===== config.mk =====
export PLATFORM = sky130hd
export DESIGN_NAME = vx_issue_scoreboard
export DESIGN_NICKNAME = d
export VERILOG_FILES = /design/src/rtl/vx_issue_scoreboard.sv
export SDC_FILE = /design/constraint.sdc
export NUM_CORES = 1
export LEC_CHECK = 0
export ABC_AREA = 1
export BUFFER_PORTS_ARGS = -buffer_cell sky130_fd_sc_hd__buf_2
export CAP_MARGIN = 20
export CORE_MARGIN = 4
export CORE_UTILIZATION = 45
export CTS_BUF_LIST = sky130_fd_sc_hd__clkbuf_4 sky130_fd_sc_hd__clkbuf_8 sky130_fd_sc_hd__clkbuf_16
export CTS_CLUSTER_DIAMETER = 50
export DETAILED_ROUTE_END_ITERATION = 16
export PLACE_DENSITY_LB_ADDON = 0.2
export SLEW_MARGIN = 20
export SYNTH_ARGS = -nofsm -noshare
export SYNTH_HDL_FRONTEND = slang
export SYNTH_SLANG_ARGS = --single-unit

===== constraint.sdc =====
create_clock -name clk -period 2 [get_ports clk]
set_input_delay 0.1 -clock clk [delete_from_list [all_inputs] [get_ports clk]]
set_output_delay 0.1 -clock clk [all_outputs]
set_load 0.1 [all_outputs]

===== src/rtl/vx_issue_scoreboard.sv =====
`default_nettype none
// ============================================================================
// Module   : vx_issue_scoreboard
// Brief    : Per-warp register hazard gate between ibuffer and demux, with
//            writeback-driven clears and a sticky stall watchdog.
//            Optional macro SCOREBOARD_BYPASS_EN lets a same-cycle writeback
//            clear unblock a dependent instruction.
// Revision : 1.0 - initial release
// ============================================================================
module vx_issue_scoreboard #(
    parameter  int NUM_WARPS   = 4,
    parameter  int NUM_REGS    = 64,
    parameter  int STALL_LIMIT = 65535,
    localparam int NW_BITS     = (NUM_WARPS > 1) ? $clog2(NUM_WARPS) : 1,
    localparam int NR_BITS     = $clog2(NUM_REGS)
) (
    input  logic               clk,
    input  logic               reset,
    input  logic               in_valid,
    output logic               in_ready,
    input  logic [NW_BITS-1:0] in_wid,
    input  logic [NR_BITS-1:0] in_rd,
    input  logic               in_wb,
    input  logic [NR_BITS-1:0] in_rs1,
    input  logic [NR_BITS-1:0] in_rs2,
    input  logic [NR_BITS-1:0] in_rs3,
    input  logic [2:0]         in_used_rs,
    output logic               out_valid,
    input  logic               out_ready,
    input  logic               wb_valid,
    input  logic [NW_BITS-1:0] wb_wid,
    input  logic [NR_BITS-1:0] wb_rd,
    input  logic               wb_eop,
    output logic               stall_timeout,
    output logic [NW_BITS-1:0] stall_wid
);

    localparam int                  C_CNT_BITS = $clog2(STALL_LIMIT + 1);
    localparam logic [C_CNT_BITS-1:0] C_LIMIT  = C_CNT_BITS'(STALL_LIMIT);

    logic [NUM_WARPS-1:0][NUM_REGS-1:0] pending_q, pending_d;
    logic [NUM_WARPS-1:0][NUM_REGS-1:0] w_pend_view;
    logic [C_CNT_BITS-1:0]              stall_cnt_q, stall_cnt_d;
    logic                               stall_timeout_q, stall_timeout_d;
    logic [NW_BITS-1:0]                 stall_wid_q, stall_wid_d;
    logic                               w_hazard;
    logic                               w_fire;
    logic                               w_wb_clr;

    assign w_wb_clr = wb_valid & wb_eop;

    // Pending view used for the hazard check; bypass folds in this cycle's clear.
    always_comb begin
        w_pend_view = pending_q;
`ifdef SCOREBOARD_BYPASS_EN
        if (w_wb_clr) begin
            w_pend_view[wb_wid][wb_rd] = 1'b0;
        end
`endif
    end

    always_comb begin
        w_hazard = (in_used_rs[0] & w_pend_view[in_wid][in_rs1])
                 | (in_used_rs[1] & w_pend_view[in_wid][in_rs2])
                 | (in_used_rs[2] & w_pend_view[in_wid][in_rs3])
                 | (in_wb         & w_pend_view[in_wid][in_rd]);
    end

    assign out_valid     = in_valid & ~w_hazard;
    assign in_ready      = out_ready & ~w_hazard;
    assign w_fire        = in_valid & in_ready;
    assign stall_timeout = stall_timeout_q;
    assign stall_wid     = stall_wid_q;

    // Clear first, then set, so a same-cycle set of the same bit wins.
    always_comb begin
        pending_d = pending_q;
        if (w_wb_clr) begin
            pending_d[wb_wid][wb_rd] = 1'b0;
        end
        if (w_fire && in_wb) begin
            pending_d[in_wid][in_rd] = 1'b1;
        end
        for (int w = 0; w < NUM_WARPS; w++) begin
            pending_d[w][0] = 1'b0;
        end
    end

    always_comb begin
        stall_cnt_d     = '0;
        stall_timeout_d = stall_timeout_q;
        stall_wid_d     = stall_wid_q;
        if (in_valid && w_hazard) begin
            stall_cnt_d = (stall_cnt_q == C_LIMIT) ? stall_cnt_q
                                                   : stall_cnt_q + C_CNT_BITS'(1);
        end
        if ((stall_cnt_d == C_LIMIT) && !stall_timeout_q) begin
            stall_timeout_d = 1'b1;
            stall_wid_d     = in_wid;
        end
    end

    always_ff @(posedge clk or negedge reset) begin
        if (!reset) begin
            pending_q       <= '0;
            stall_cnt_q     <= '0;
            stall_timeout_q <= 1'b0;
            stall_wid_q     <= '0;
        end else begin
            pending_q       <= pending_d;
            stall_cnt_q     <= stall_cnt_d;
            stall_timeout_q <= stall_timeout_d;
            stall_wid_q     <= stall_wid_d;
        end
    end

endmodule
`default_nettype wire


==> flow_results.xml, run 1 <==
<?xml version="1.0" encoding="UTF-8"?>
<metrics>
  <group name="logic_synthesis">
    <metric name="synthesis.instances" unit="">2569</metric>
    <metric name="ys_ff_latch" unit="">271</metric>
    <metric name="synthesis.area_per_instance" unit="um2">6.51</metric>
    <metric name="yosysUniqueCellTypes" unit="">28</metric>
    <metric name="synthesis.yosys.warnings" unit="">0</metric>
    <metric name="postSynthNetCount" unit="">2614</metric>
    <metric name="post_synth_instance_area" unit="um2">16700</metric>
    <metric name="synth_seq_area_share" unit="">0.405</metric>
  </group>
  <group name="final_layout">
    <metric name="drive_above_1_share" unit="">0.271</metric>
    <metric name="leading_cell_type_in_the_layout_fill_and_taps_excluded" unit="">nand2_1</metric>
    <metric name="flow.area_growth_from_synthesis" unit="%">35.2</metric>
    <metric name="finish.instance_area" unit="um2">22600</metric>
    <metric name="antenna_cells_inserted" unit="">0</metric>
    <metric name="mostFrequentLayoutCells" unit="">957 x nand2_1, 271 x dfrtp_1, 260 x o21ai_0</metric>
    <metric name="design.final.nets" unit="">2850</metric>
  </group>
  <group name="worst_setup_path">
    <metric name="timing.critical_path.max_delay_family" unit="">simple AND/OR/NAND/NOR gates</metric>
    <metric name="cp.required" unit="ns">1.90</metric>
    <metric name="timing.critical_path.cells" unit="">nand2_1, nand2_1, nand2_1, nand3_2, buf_6, a21oi_2, nand3_1, nand3_1, nand3_1, nand3_1, nand2_1, a21oi_2, nand2_2, buf_6, nor2_4, buf_12</metric>
    <metric name="worstSetupEndpointType" unit="">output port</metric>
    <metric name="crit_buf_inv" unit="">3</metric>
    <metric name="critical_setup_path_class" unit="">flip-flop to output port</metric>
    <metric name="crit_slowest_cell" unit="">dfrtp_1</metric>
    <metric name="cp_data_arrival_time" unit="ns">2.62</metric>
    <metric name="critical_path.max_stage_delay" unit="ns">0.40</metric>
    <metric name="crit_path_max_fanout" unit="">2</metric>
    <metric name="critPathLaunchType" unit="">flip-flop</metric>
  </group>
  <group name="pwr">
    <metric name="power.density" unit="nW/um2">636</metric>
    <metric name="irDropWorstVdd" unit="mV">0.671</metric>
    <metric name="overall_power_of_the_completed_layout" unit="mW">14.4</metric>
    <metric name="p_leak" unit="nW">10.5</metric>
  </group>
  <group name="die">
    <metric name="effective_utilization_at_floorplan" unit="">0.457</metric>
    <metric name="fp.dieH" unit="um">201</metric>
    <metric name="floorplan.rows" unit="">70</metric>
    <metric name="floorplan.io_pins" unit="">49</metric>
    <metric name="placeableCoreArea" unit="um2">36600</metric>
    <metric name="floorplan.die.width" unit="um">201</metric>
    <metric name="dieArea" unit="um2">40300</metric>
  </group>
  <group name="cts">
    <metric name="clkSlewWorstSetupHoldPaths" unit="ns">0.06</metric>
    <metric name="max-clock-path-buffers" unit="">3</metric>
    <metric name="cts_tree" unit="">built</metric>
    <metric name="ctsRootBufferMaster" unit="">clkbuf_16</metric>
    <metric name="htreeDepth" unit="">2</metric>
    <metric name="cts_num_sinks" unit="">271</metric>
    <metric name="worst_skew_pair.late_latency" unit="ns">0.57</metric>
    <metric name="cts-buffers-inserted" unit="">35</metric>
  </group>
  <group name="timing">
    <metric name="least_setup_slack_across_all_paths_after_layout" unit="ns">-0.721</metric>
    <metric name="timing.final.setup_violations" unit="">273</metric>
    <metric name="min_period_over_period" unit="">1.36</metric>
    <metric name="fin_crit" unit="ns">2.72</metric>
    <metric name="tightestPinTransition" unit="ns">0.851</metric>
    <metric name="unrepaired_setup_endpoints_after_global_routing" unit="">yes</metric>
    <metric name="fmaxAchievable" unit="GHz">0.368</metric>
    <metric name="timing.final.max_slew_violations" unit="">0</metric>
    <metric name="max-slew-margin-rel" unit="">0.432</metric>
    <metric name="hold_violations" unit="">0</metric>
    <metric name="finClkSkew" unit="ns">0.0365</metric>
  </group>
  <group name="outcome">
    <metric name="violated_checks" unit="">setup timing</metric>
    <metric name="outcome" unit="">finished with violations</metric>
  </group>
  <group name="place">
    <metric name="port-buffer-count" unit="">48</metric>
    <metric name="gpl.final_weighted_congestion" unit="">1.06</metric>
    <metric name="dp_hpwl" unit="um">46500</metric>
    <metric name="total_placed_instance_area" unit="um2">19300</metric>
  </group>
  <group name="global_routing">
    <metric name="grt_start_max_net_pins" unit="">125</metric>
    <metric name="antenna_violations_before_repair" unit="">1</metric>
    <metric name="grt_pass1_wl" unit="um">110000</metric>
    <metric name="grt_remaining_overflow" unit="">0</metric>
    <metric name="grt_use_total" unit="">0.347</metric>
    <metric name="grt_pass1_vias" unit="">19100</metric>
  </group>
  <group name="route">
    <metric name="ant_nets" unit="">0</metric>
    <metric name="drtPass1Iterations" unit="">6</metric>
    <metric name="vias_per_cell" unit="">6.07</metric>
    <metric name="num_vias" unit="">20000</metric>
    <metric name="number_of_remaining_drc_errors" unit="">0</metric>
    <metric name="routedWlPerCell" unit="um">22.9</metric>
    <metric name="postRouteWirelength" unit="um">75400</metric>
    <metric name="drtIter0Drc" unit="">2463</metric>
  </group>
  <group name="worst_hold_path">
    <metric name="min-delay-path-class" unit="">primary input to asynchronous set/reset pin</metric>
  </group>
  <group name="run">
    <metric name="maxCapViolations" unit="">0</metric>
  </group>
</metrics>
## stage by stage
stage | std cells | hold slack (ns) | TNS, ns | setup slack, ns | utilization
finish | 3295 | 0.0846 | -158.36 | -0.721 | 0.618
global route | 3295 | 0.131 | -200.24 | -0.854 | 0.618
CTS | 3273 | 0.0894 | -151.89 | -0.702 | 0.579
detailed placement | 3192 | 0.0801 | -245.97 | -1.02 | 0.526
global placement | 3192 | 0.0754 | -236.04 | -0.923 | 0.526
floorplan | 2569 | -0.196 | -154.13 | -0.644 | -
## registers in the layout, summed over array words and instances (netlist names)
signal and flops:
pending_q 252, stall_cnt_q 16, stall_timeout 1, stall_wid 2
## area by class of cell
class                   instances  area (um2)
fillers                      3326       14000
multi-input cells            2061       10300
clock buffers                  44         981
clock inverters                15         190
flip-flops and latches        271        6780
well taps                     468         586
repair buffers                341        3420
inverters                      95         359
## routing by layer
| layer | part of all wire | track usage | vias up |
|---|---|---|---|
| li1 | - | - | 8911 |
| met3 | 0.12 | 0.0984 | 251 |
| met5 | 0 | 0 | - |
| met4 | 0.045 | 0.137 | 0 |
| met1 | 0.40 | 0.470 | 9499 |
| met2 | 0.43 | 0.531 | 1334 |
## worst register-to-register path, stage by stage, from the launching register on
cell       delay, ns
dfrtp_1         0.40
nand2_1         0.07
nand2_1         0.05
nand2_1         0.06
nand3_2         0.13
buf_6           0.16
a21oi_2         0.10
nand3_1         0.10
nand3_1         0.10
nand3_1         0.08
nand3_1         0.07
nand2_1         0.08
a21oi_2         0.15
nand2_2         0.09
nor2_4          0.11
buf_6           0.12
nand3_4         0.13
buf_8           0.19
clkbuf_16       0.19
o21ai_0         0.18
## cells by family after synthesis
| kind of cell | count (synthesis) | share of synthesized area |
|---|---|---|
| DFF | 271 | 0.405 |
| buffers and inverters | 237 | 0.0640 |
| muxes | 1 | 0.000598 |
| adders and majority gates | 1 | 0.000748 |
| xor gates and xnor gates | 8 | 0.00419 |
| and+or+nand+nor | 1482 | 0.354 |
| AOI/OAI and AO/OA | 569 | 0.171 |
## power breakdown
part	total (mW)	switching, mW	internal, mW
Clock	6.49	2.61	3.88
Combinational	2.26	1.49	0.767
Sequential	5.63	0.0503	5.58
## cell usage after synthesis
library cell | n | area share
o21ai_0 | 332 | 0.099
nand2_1 | 1024 | 0.23
xor2_1 | 6 | 0.0031
a21oi_1 | 45 | 0.013
buf_6 | 20 | 0.013
nor3_1 | 33 | 0.0099
inv_1 | 87 | 0.020
ha_1 | 1 | 0.00075
a21boi_1 | 1 | 0.00045
nand4_1 | 7 | 0.0026
nor2_4 | 1 | 0.00067
mux2i_1 | 1 | 0.00060
nor2_2 | 1 | 0.00037
inv_2 | 3 | 0.00067
nand3_2 | 1 | 0.00060
clkinv_1 | 5 | 0.0011
dfrtp_1 | 271 | 0.41
buf_2 | 24 | 0.0072
buf_1 | 11 | 0.0025
a31oi_1 | 2 | 0.00075
clkbuf_2 | 1 | 0.00030
nand3_1 | 228 | 0.068
o211ai_1 | 3 | 0.0013
clkbuf_1 | 86 | 0.019
o21ai_1 | 185 | 0.055
nor2_1 | 187 | 0.042
xnor2_1 | 2 | 0.0010
o22ai_1 | 1 | 0.00037
## final timing paths
| check | start | endpoint | slack (ns) | cells after the start |
|---|---|---|---|---|
| max | pending_q[184] | in_ready | -0.72 | 16 |
| min | reset | pending_q[51] | 0.08 | 2 |
| max reg2reg | pending_q[184] | pending_q[55] | -0.66 | 19 |
| min reg2reg | stall_wid[1] | stall_wid[1] | 0.46 | 2 |
| max in group asynchronous | reset | stall_cnt_q[7] | 1.18 | 3 |
| min in group clk | in_wid[1] | stall_wid[1] | 0.13 | 4 |
## timing repair
action,in CTS,in global routing
endpoints found under the hold margin,244,0
cloned,11,16
pin swaps,9,30
resized for setup,118,350
buffers inserted,9,12
setup endpoints to repair,273,273
hold buffers,2,0
No activity file was read; power rests on OpenSTA's default activity.
==> run 2, diff against run 1 <==
ABC_AREA = unset   (was 1)
==> run 2 against run 1 <==
The run still ends with setup timing left. Die area increased by 7.8%. Register-to-register slack got worse by 1.2 ns. Design area grew 17%. Sequential power is 0.9% higher. Fmax decreased by 30%. First-iteration DRC count increased by 0.45%. Final cell count is 11% lower. Via count decreased by 0.41%. Combinational power up 15%. Global-route usage grew 1.7 points. Critical path type unchanged. Highest routed layer unchanged.
==> flow_results.xml, run 2 <==
<?xml version="1.0" encoding="UTF-8"?>
<metrics>
  <group name="final_layout">
    <metric name="nFillCells" unit="">3015</metric>
    <metric name="final_cell_count_no_fill" unit="">2927</metric>
    <metric name="drive_above_1_share" unit="">0.475</metric>
    <metric name="finalCoreUtilization" unit="">0.667</metric>
    <metric name="finish.instance_area" unit="um2">26500</metric>
    <metric name="top_register" unit="">pending_q</metric>
    <metric name="leading_cell_type_in_the_layout_fill_and_taps_excluded" unit="">buf_4</metric>
    <metric name="flow.area_growth_from_synthesis" unit="%">46.5</metric>
    <metric name="design.final.nets" unit="">2418</metric>
    <metric name="largest_register_ffs" unit="">252</metric>
    <metric name="antenna_cells_inserted" unit="">0</metric>
    <metric name="mostFrequentLayoutCells" unit="">528 x buf_4, 271 x dfrtp_1, 259 x o21ai_0</metric>
  </group>
  <group name="worst_setup_path">
    <metric name="critPathLaunchType" unit="">flip-flop</metric>
    <metric name="r2r-end" unit="">pending_q[117]</metric>
    <metric name="cp_data_arrival_time" unit="ns">3.78</metric>
    <metric name="worstRegToRegCells" unit="">15</metric>
    <metric name="worst_r2r_startpoint" unit="">pending_q[207]</metric>
    <metric name="crit_path_max_fanout" unit="">4</metric>
    <metric name="critical_setup_path_class" unit="">flip-flop to output port</metric>
    <metric name="reg2reg_setup_slack" unit="ns">-1.81</metric>
    <metric name="worstSetupEndpointType" unit="">output port</metric>
    <metric name="cp.required" unit="ns">1.90</metric>
  </group>
  <group name="global_routing">
    <metric name="grt_start_max_net_pins" unit="">65</metric>
    <metric name="grt_pass1_vias" unit="">19500</metric>
    <metric name="antenna_violations_before_repair" unit="">0</metric>
    <metric name="grt_pass1_wl" unit="um">121000</metric>
    <metric name="grt_use_total" unit="">0.364</metric>
    <metric name="grt_remaining_overflow" unit="">0</metric>
  </group>
  <group name="cts">
    <metric name="htreeDepth" unit="">2</metric>
    <metric name="cts_tree" unit="">built</metric>
    <metric name="cts_num_sinks" unit="">271</metric>
    <metric name="worst_skew_pair.late_latency" unit="ns">0.58</metric>
    <metric name="cts-buffers-inserted" unit="">38</metric>
    <metric name="ctsRootBufferMaster" unit="">clkbuf_16</metric>
    <metric name="clkSlewWorstSetupHoldPaths" unit="ns">0.06</metric>
    <metric name="max-clock-path-buffers" unit="">3</metric>
  </group>
  <group name="logic_synthesis">
    <metric name="post_synth_most_frequent_cells" unit="">433 x o21ai_0, 271 x dfrtp_1, 186 x nand2_1</metric>
    <metric name="synthesis.area_per_instance" unit="um2">9.93</metric>
    <metric name="synth_seq_area_share" unit="">0.375</metric>
    <metric name="postSynthNetCount" unit="">1867</metric>
    <metric name="synth-async-reset-ratio" unit="">1.00</metric>
    <metric name="cell_type_with_the_largest_total_area_after_synthesis" unit="">dfrtp_1</metric>
    <metric name="synthesis.yosys.warnings" unit="">0</metric>
    <metric name="synth_top_area_frac" unit="">0.375</metric>
    <metric name="synth.most_common_cell" unit="">o21ai_0</metric>
    <metric name="ys.flop_type" unit="">dfrtp_1</metric>
    <metric name="synth-edff-count" unit="">0</metric>
    <metric name="yosysUniqueCellTypes" unit="">77</metric>
    <metric name="synthesis.instances" unit="">1822</metric>
    <metric name="ys_ff_latch" unit="">271</metric>
    <metric name="synth_top_cells_by_area" unit="">dfrtp_1 37%, mux4_2 13%, o21ai_0 12%, mux2i_1 9.6%, nand2_1 3.9%</metric>
    <metric name="post_synth_instance_area" unit="um2">18100</metric>
  </group>
  <group name="die">
    <metric name="floorplan.rows" unit="">73</metric>
    <metric name="dieArea" unit="um2">43500</metric>
    <metric name="placeableCoreArea" unit="um2">39700</metric>
    <metric name="effective_utilization_at_floorplan" unit="">0.455</metric>
    <metric name="floorplan.die.width" unit="um">209</metric>
    <metric name="fp.dieH" unit="um">209</metric>
    <metric name="floorplan.io_pins" unit="">49</metric>
  </group>
  <group name="timing">
    <metric name="least_setup_slack_across_all_paths_after_layout" unit="ns">-1.88</metric>
    <metric name="timing.final.max_slew_violations" unit="">0</metric>
    <metric name="fin_crit" unit="ns">3.88</metric>
    <metric name="finClkSkew" unit="ns">0.0268</metric>
    <metric name="tightestPinTransition" unit="ns">0.700</metric>
    <metric name="max-slew-margin-rel" unit="">0.532</metric>
    <metric name="unrepaired_setup_endpoints_after_global_routing" unit="">yes</metric>
    <metric name="fmaxAchievable" unit="GHz">0.257</metric>
    <metric name="timing.final.setup_violations" unit="">273</metric>
    <metric name="fin_tns_setup" unit="ns">-445.29</metric>
    <metric name="hold_violations" unit="">0</metric>
    <metric name="min_period_over_period" unit="">1.94</metric>
  </group>
  <group name="place">
    <metric name="total_placed_instance_area" unit="um2">22900</metric>
    <metric name="port-buffer-count" unit="">48</metric>
    <metric name="place_inst" unit="">2797</metric>
    <metric name="dp_hpwl" unit="um">54800</metric>
    <metric name="gpl.final_weighted_congestion" unit="">1.05</metric>
  </group>
  <group name="route">
    <metric name="ant_nets" unit="">0</metric>
    <metric name="drtPass1Iterations" unit="">6</metric>
    <metric name="routedWlPerCell" unit="um">30.1</metric>
    <metric name="number_of_remaining_drc_errors" unit="">0</metric>
    <metric name="num_vias" unit="">19900</metric>
    <metric name="drtIter0Drc" unit="">2474</metric>
    <metric name="vias_per_cell" unit="">6.80</metric>
    <metric name="postRouteWirelength" unit="um">88200</metric>
  </group>
  <group name="outcome">
    <metric name="violated_checks" unit="">setup timing</metric>
    <metric name="outcome" unit="">finished with violations</metric>
  </group>
  <group name="pwr">
    <metric name="irDropWorstVdd" unit="mV">0.679</metric>
    <metric name="p_leak" unit="nW">11.8</metric>
    <metric name="power.density" unit="nW/um2">583</metric>
  </group>
  <group name="worst_hold_path">
    <metric name="min-delay-path-class" unit="">primary input to asynchronous set/reset pin</metric>
  </group>
  <group name="run">
    <metric name="maxCapViolations" unit="">0</metric>
  </group>
</metrics>
-- run 2: cell count changes after synthesis, sizes merged, moves of 14 or more --
cell / previous run / this run
nand2: 1024 / 186
nand3: 229 / 26
mux2i: 1 / 173
nor2: 189 / 33
mux4: 0 / 118
inv: 90 / 4
o22ai: 1 / 62
a21oi: 45 / 20
a22oi: 0 / 23
nor3b: 0 / 17
nor4: 0 / 17
nor3: 33 / 18
and2: 0 / 14
-- run 2: repair_timing --
item                       CTS  global route
gates resized for setup    162           333
pin swaps                    3            50
hold buffers                 1             0
cloned                      14            25
hold endpoints to repair   230             0
setup endpoints to repair  273           273
setup buffers               16            13
-- run 2: worst max path at each step --
| stage | startpoint | endpoint | slack [ns] | cells past startpoint |
|---|---|---|---|---|
| 3_5_place_dp | in_wid[0] | pending_q[238] | -1.57 | 14 |
| 4_1_cts | pending_q[206] | in_ready | -1.82 | 11 |
| 6_report | pending_q[207] | in_ready | -1.88 | 11 |
| 3_3_place_gp | in_wid[0] | pending_q[222] | -1.54 | 14 |
| 2_1_floorplan | in_wid[0] | out_valid | -1.19 | 10 |
| 5_1_grt | pending_q[71] | in_ready | -1.93 | 11 |
-- run 2: worst max-delay path, cell delays in order, from the launching register on --
cell and delay (ns):
dfrtp_1 0.39, mux4_2 0.52, mux4_2 0.49, or3_1 0.32
o211ai_1 0.11, a211oi_2 0.08, or4_4 0.56, a21oi_4 0.15
buf_12 0.12, buf_12 0.10, and3_4 0.19, buf_12 0.17
-- run 2: logic make-up after synthesis --
logic type	synth area share
buffers and inverters	0.0502
AND/OR/NAND/NOR	0.115
multiplexers	0.253
AO/OA/AOI/OAI	0.202
flip-flops	0.375
adder cells (fa/ha/maj)	0.000691
XOR/XNOR	0.00484
-- run 2: per-stage QoR --
step / hold WS (ns) / setup WS, ns / power [mW]
global placement: 0.0856 / -1.54 / 7.99
CTS: 0.0944 / -1.82 / 15.2
global route: 0.112 / -1.93 / 15.8
floorplan: -0.196 / -1.19 / 6.80
finish: 0.0785 / -1.88 / 15.5
detailed placement: 0.0931 / -1.57 / 8.02
-- run 2: final cells by class --
class | instances | area (um2) | share of cell area
multi-input cells | 1384 | 11500 | 0.433
clock inverters | 21 | 231 | 0.00873
repair buffers | 670 | 6220 | 0.235
inverters | 8 | 30.0 | 0.00113
well taps | 525 | 657 | 0.0248
clock buffers | 48 | 1100 | 0.0414
flip-flops and latches | 271 | 6780 | 0.256
-- run 2: routing by layer --
| metal | wire length [um] | up-vias | GRT usage |
|---|---|---|---|
| met5 | 0 | - | 0 |
| met4 | 8140 | 0 | 0.245 |
| met1 | 30800 | 9661 | 0.458 |
| met2 | 37500 | 1595 | 0.550 |
| met3 | 11800 | 523 | 0.0989 |
| li1 | - | 8134 | - |
-- run 2: power breakdown --
part	switching [mW]	internal, mW
registers	0.0821	5.59
logic	1.47	1.12
clock network	2.85	4.34
